File: src/rtl/autotest_pkg.sv
// Shared types and defaults for the autotest harness around the PRESENT core.
package autotest_pkg;

  typedef enum logic [2:0] {
    IDLE,
    LOAD,
    KEYGEN,
    RUN,
    CAPTURE,
    DONE
  } driver_state_t;

  localparam logic ENDEC_ENC = 1'b0;
  localparam logic ENDEC_DEC = 1'b1;

  localparam int DEF_BLOCK_SIZE     = 64;
  localparam int DEF_KEY_INPUT_SIZE = 80;
  localparam int DEF_CNT_WIDTH      = 32;
  localparam int DEF_RST_CYCLES     = 4;
  localparam int DEF_TIMEOUT_CYCLES = 100000;

endpackage

File: src/rtl/present_uut_driver_counter.sv
// Generic saturating up/down counter; a synchronous active-low reset reloads zero.
module present_uut_driver_counter #(
  parameter int WIDTH = 32
) (
  input  logic             clk,
  input  logic             rst,
  input  logic             en,
  input  logic             up,
  output logic [WIDTH-1:0] count
);

  // Count while enabled, sticking at the end of the range instead of wrapping.
  always_ff @(posedge clk) begin
    if (!rst) begin
      count <= '0;
    end else if (en) begin
      if (up && (count != '1)) begin
        count <= count + 1'b1;
      end else if (!up && (count != '0)) begin
        count <= count - 1'b1;
      end
    end
  end

endmodule

File: src/rtl/present_uut_driver.sv
// Sequencer between the autotest FSM and the PRESENT core under test.
// Optional macro PRESENT_UUT_DRIVER_KEY_CYCLES_EN adds key_cycles_o, the
// key-schedule latency of the last run.
//
// state   | meaning
// IDLE    | UUT held in reset, waiting for start
// LOAD    | vector latched, rst_uut held for RST_CYCLES clocks
// KEYGEN  | UUT running, waiting for end of key schedule
// RUN     | waiting for the enc/dec completion strobe
// CAPTURE | latch block_o_uut and cycle count
// DONE    | raise done, drop busy, put UUT back in reset
module present_uut_driver
  import autotest_pkg::*;
#(
  parameter int BLOCK_SIZE     = DEF_BLOCK_SIZE,
  parameter int KEY_INPUT_SIZE = DEF_KEY_INPUT_SIZE,
  parameter int CNT_WIDTH      = DEF_CNT_WIDTH,
  parameter int RST_CYCLES     = DEF_RST_CYCLES,
  parameter int TIMEOUT_CYCLES = DEF_TIMEOUT_CYCLES
) (
  input  logic                      clk,
  input  logic                      rst,
  input  logic                      start,
  input  logic [BLOCK_SIZE-1:0]     vec_block_i,
  input  logic [KEY_INPUT_SIZE-1:0] vec_key_i,
  input  logic                      vec_endec_i,
  output logic                      busy,
  output logic                      done,
  output logic [BLOCK_SIZE-1:0]     result_o,
  output logic [CNT_WIDTH-1:0]      cycles_o,
  output logic                      timeout_o,
`ifdef PRESENT_UUT_DRIVER_KEY_CYCLES_EN
  output logic [CNT_WIDTH-1:0]      key_cycles_o,
`endif
  output logic                      rst_uut,
  output logic [BLOCK_SIZE-1:0]     block_i_uut,
  output logic [KEY_INPUT_SIZE-1:0] key_uut,
  output logic                      endec_uut,
  input  logic [BLOCK_SIZE-1:0]     block_o_uut,
  input  logic                      end_key_signal_uut,
  input  logic                      end_enc_uut,
  input  logic                      end_dec_uut
);

  localparam int RCW = (RST_CYCLES > 1) ? $clog2(RST_CYCLES) : 1;
  localparam logic [CNT_WIDTH-1:0] LIMIT  = CNT_WIDTH'(TIMEOUT_CYCLES - 1);
  localparam logic [CNT_WIDTH-1:0] TO_VAL = CNT_WIDTH'(TIMEOUT_CYCLES);

  driver_state_t        state;
  logic [RCW-1:0]       rst_cnt;
  logic [CNT_WIDTH-1:0] count;
  logic                 cnt_rst;
  logic                 cnt_en;
  logic                 strobe;
  logic                 at_limit;

  // Counter is held at zero through LOAD so it starts from 0 as rst_uut drops.
  assign cnt_rst  = rst && (state != LOAD);
  assign cnt_en   = (state == KEYGEN) || (state == RUN);
  assign strobe   = (endec_uut == ENDEC_DEC) ? end_dec_uut : end_enc_uut;
  // >= rather than == so a run that reached RUN on the last allowed cycle
  // still aborts one cycle later if its strobe never arrives.
  assign at_limit = (count >= LIMIT);

  present_uut_driver_counter #(
    .WIDTH(CNT_WIDTH)
  ) u_cycle_cnt (
    .clk  (clk),
    .rst  (cnt_rst),
    .en   (cnt_en),
    .up   (1'b1),
    .count(count)
  );

  // Sequencer: launch, wait for key schedule and completion, report back.
  always_ff @(posedge clk) begin
    if (!rst) begin
      state       <= IDLE;
      rst_cnt     <= '0;
      busy        <= 1'b0;
      done        <= 1'b0;
      timeout_o   <= 1'b0;
      result_o    <= '0;
      cycles_o    <= '0;
      rst_uut     <= 1'b1;
      block_i_uut <= '0;
      key_uut     <= '0;
      endec_uut   <= 1'b0;
`ifdef PRESENT_UUT_DRIVER_KEY_CYCLES_EN
      key_cycles_o <= '0;
`endif
    end else begin
      done <= 1'b0;
      case (state)
        IDLE: begin
          rst_uut <= 1'b1;
          if (start) begin
            block_i_uut <= vec_block_i;
            key_uut     <= vec_key_i;
            endec_uut   <= vec_endec_i;
            busy        <= 1'b1;
            timeout_o   <= 1'b0;
            rst_cnt     <= '0;
            state       <= LOAD;
          end
        end
        LOAD: begin
          if (rst_cnt == RCW'(RST_CYCLES - 1)) begin
            rst_uut <= 1'b0;
            state   <= KEYGEN;
          end else begin
            rst_cnt <= rst_cnt + 1'b1;
          end
        end
        KEYGEN: begin
          if (end_key_signal_uut) begin
            state <= RUN;
`ifdef PRESENT_UUT_DRIVER_KEY_CYCLES_EN
            // Include the cycle end_key was seen in, like cycles_o does.
            key_cycles_o <= count + 1'b1;
`endif
          end else if (at_limit) begin
            timeout_o <= 1'b1;
            result_o  <= '0;
            cycles_o  <= TO_VAL;
            state     <= DONE;
`ifdef PRESENT_UUT_DRIVER_KEY_CYCLES_EN
            key_cycles_o <= '0;
`endif
          end
        end
        RUN: begin
          if (strobe) begin
            state <= CAPTURE;
          end else if (at_limit) begin
            timeout_o <= 1'b1;
            result_o  <= '0;
            cycles_o  <= TO_VAL;
            state     <= DONE;
          end
        end
        CAPTURE: begin
          result_o <= block_o_uut;
          cycles_o <= count;
          state    <= DONE;
        end
        DONE: begin
          done    <= 1'b1;
          busy    <= 1'b0;
          rst_uut <= 1'b1;
          state   <= IDLE;
        end
        default: state <= IDLE;
      endcase
    end
  end

endmodule

File: config.mk
export PLATFORM = sky130hd
export DESIGN_NAME = present_uut_driver
export DESIGN_NICKNAME = d
export VERILOG_FILES = /design/src/rtl/autotest_pkg.sv /design/src/rtl/present_uut_driver_counter.sv /design/src/rtl/present_uut_driver.sv
export SDC_FILE = /design/constraint.sdc
export NUM_CORES = 1
export LEC_CHECK = 0
export ABC_AREA = 1
export BUFFER_PORTS_ARGS = -buffer_cell sky130_fd_sc_hd__buf_2
export CORE_AREA = 2 2 178 180
export CTS_CLUSTER_SIZE = 12
export DETAILED_ROUTE_END_ITERATION = 8
export DIE_AREA = 0 0 180 182
export PLACE_DENSITY = 0.72
export SLEW_MARGIN = 40
export SYNTH_ARGS = -nofsm -noshare
export SYNTH_HDL_FRONTEND = slang
export SYNTH_SLANG_ARGS = --single-unit
File: constraint.sdc
create_clock -name clk -period 5.12 [get_ports clk]
set_clock_uncertainty 0.15 [all_clocks]
set_input_delay 0.256 -clock clk [delete_from_list [all_inputs] [get_ports clk]]
set_output_delay 0.256 -clock clk [all_outputs]
set_load 0.05 [all_outputs]
==> impl_metrics.env <==
export IMPL_final_cells=2500
export IMPL_yosys_top_cells_count="dfxtp_1, nand2_1, a21oi_1"
export IMPL_core_area_um2=31000
export IMPL_synth_net_count=1671
export IMPL_rows=65
export IMPL_required_ns=5.44
export IMPL_die_area_um2=32800
export IMPL_gr_total_overflow=0
export IMPL_ctsHtreeMaxLevel=1
export IMPL_synth_area_mux_share=0
export IMPL_routedWlPerCell_um=15.8
export IMPL_vias_per_cell=4.85
export IMPL_drcViolationCount=0
export IMPL_grt_antenna_before_repair=3
export IMPL_drive_gt1_frac=0.294
export IMPL_pwr_density_cell_nw_per_um2=396
export IMPL_period_needed_ns=2.78
export IMPL_combPwrFrac=0.287
export IMPL_clock_latency_ns=0.55
export IMPL_hold_viol_final=0
export IMPL_grt_pass1_vias=12100
export IMPL_crit_path_start="u_cycle_cnt.count[0]"
export IMPL_yosysWarnings=0
export IMPL_cp_end_kind="flip-flop"
export IMPL_first_pass_iters=5
export IMPL_cts_buffer_depth=3
export IMPL_setup_viol=0
export IMPL_globalplace_congestion=0.907
export IMPL_p_seq_frac=0.386
export IMPL_start_util=0.361
export IMPL_nets=2292
export IMPL_synth_top_family_by_area="compound AO/OA/AOI/OAI gates"
export IMPL_routed_wl_um=39400
export IMPL_drv_cap=0
export IMPL_cts_sink_count=282
export IMPL_synth_top_area_share=0.504
export IMPL_drtIter0Drc=594
export IMPL_p_clk_frac=0.327
export IMPL_grt_pass1_wl_um=61100
export IMPL_synthMostInstantiatedCell="dfxtp_1"
export IMPL_rr_startpoint="u_cycle_cnt.count[0]"
export IMPL_vias=12100
export IMPL_ios=460
export IMPL_synth_area_um2=11200
export IMPL_cellLeakagePower_uw=0.00737
export IMPL_crit_type="flip-flop to flip-flop"
export IMPL_synth_compound_area_share=0.212
export IMPL_arrival_ns=3.10
export IMPL_die_y_um=182
export IMPL_hold_path_class="input pin to flip-flop"
export IMPL_place_inst=2234
export IMPL_synth_xor_area_frac=0.0149
export IMPL_port_buffers=459
export IMPL_r2r_cells=13
export IMPL_avgSynthCellArea_um2=7.70
export IMPL_cts_buffers=31
export IMPL_p_int_uw=4200
export IMPL_rrSetupSlack_ns=2.34
export IMPL_fp_dieW_um=180
export IMPL_cts_tree="yes"
export IMPL_fin_setup_tns_ns=0
export IMPL_cts_resized_gates=0
export IMPL_hpwl_um=24700
export IMPL_ant_nets=0
export IMPL_status="finished clean"
export IMPL_worstMarginPinSlew_ns=0.798
export IMPL_synth_seq_cells=282
export IMPL_synthArstFlopShare=0
export IMPL_clock_root_buffer="clkbuf_16"
export IMPL_synth_cell_types=34
export IMPL_grt_use_total=0.225
export IMPL_vdd_drop_max_mv=0.384
export IMPL_clkTransAtPathRegs_ns=0.06
export IMPL_synth_largest_area_cell="dfxtp_1"
export IMPL_reg2reg_to="u_cycle_cnt.count[6]"
export IMPL_power_net_switching_uw=2440
export IMPL_syn_to_final_growth_pct=49.8
export IMPL_p_sw_frac=0.367
export IMPL_critical_path_peak_fanout=32
export IMPL_yosysSeqAreaShare=0.504
export IMPL_synth_edf_count=0
export IMPL_synthTopCellsByArea="dfxtp_1, a21oi_1, nand2_1"
export IMPL_synth_simple_area_share=0.162
export IMPL_syn_inst=1454
export IMPL_synth_fa_ha_area_frac=0.00224
export IMPL_worstSetupEndpoint="u_cycle_cnt.count[6]"
export IMPL_cp_start_kind="flip-flop"
export IMPL_fmax_mhz=360
export IMPL_slew_headroom=0.468
export IMPL_rsz0062_at_grt="no"
export IMPL_synthFlopType="dfxtp_1"
export IMPL_finalCritPeriodShare=0.543
export IMPL_slew_violations=0
export IMPL_grt_max_degree=147
[metal layers]
layer | share of wire | up-vias | global-route usage
met2 | 0.48 | 537 | 0.393
met3 | 0.085 | 150 | 0.0676
li1 | - | 5888 | -
met4 | 0.055 | 0 | 0.116
met1 | 0.38 | 5560 | 0.247
met5 | 0 | - | 0
[kinds of logic (layout without fill, tap and decap cells)]
logic type	count (synthesis)	in the layout
compound gates	440	440
xor+xnor	19	19
fa+ha+maj	2	2
buf+inv	286	925
flops	282	282
other cells	0	5
simple gates	425	425
[cell type report]
class / instances / area (um^2)
Antenna cell: 5 / 12.5
Clock buffer: 41 / 873
Clock inverter: 10 / 106
Fill cell: 2686 / 14200
Inverter: 197 / 742
Multi-Input combinational cell: 886 / 4390
Sequential cell: 282 / 5650
Tap cell: 402 / 503
Timing Repair Buffer: 677 / 4500
[registers in the layout, summed over array words and instances (netlist names), 2 cells and up]
| name | count |
|---|---|
| rst_cnt | 2 |
| block_i_uut | 64 |
| result_o | 64 |
| cycles_o | 32 |
| state | 3 |
| key_uut | 80 |
| u_cycle_cnt.count | 32 |
[critical path: stages, from the launching register on]
cell and delay, ns:
dfxtp_1 0.42, ha_1 0.21, nand2_1 0.08, inv_1 0.09, nand3_2 0.12, inv_2 0.11
nand2_2 0.09, nor2_2 0.12, nand2_1 0.09, nand2_2 0.46, inv_2 0.40, nand3_1 0.16
nand2_1 0.06, a21oi_1 0.14
[how the worst min path moves through the flow]
stage | start | to | slack [ns] | cells past startpoint
finish | rst | block_i_uut[7] | 0.08 | 3
global route | rst | block_i_uut[1] | 0.08 | 3
CTS | rst | block_i_uut[6] | 0.04 | 3
detailed placement | key_uut[72] | key_uut[72] | 0.28 | 2
global placement | block_i_uut[39] | block_i_uut[39] | 0.28 | 2
floorplan | block_o_uut[0] | result_o[0] | 0.26 | 2
[metrics by stage]
step                utilization  cell area [um^2]  setup WS, ns  hold WS [ns]  power [uW]
finish                    0.541             16800          2.34        0.0816        6640
global route              0.541             16800          2.12        0.0809        6920
CTS                       0.541             16800          2.38        0.0404        6630
detailed placement        0.441             13700          2.40         0.283        4330
global placement          0.440             13600          2.45         0.279        4310
floorplan                     -             11200          3.30         0.255        3880
[power groups by stage]
stage	combinational, uW	sequential [uW]	clock [uW]
global route	2020	2590	2310
CTS	1870	2560	2210
floorplan	498	3380	0
global placement	1720	2590	0
finish	1910	2560	2170
detailed placement	1740	2600	0
[cells in the final DEF, fill, tap and decap left out, types with 31 or more instances in the layout]
cell type and n:
a21oi_1 234, a21oi_2 40, buf_2 458, clkbuf_16 31, dfxtp_1 282, dlygate4sd3_1 210
inv_1 186, nand2_1 274, nand2_2 42, nor2_1 53, o21ai_0 158
[what timing repair did]
action	in CTS	in global routing
setup buffers	0	0
hold buffers	210	0
endpoints found under the hold margin	212	0
No activity file was read; power rests on OpenSTA's default activity.
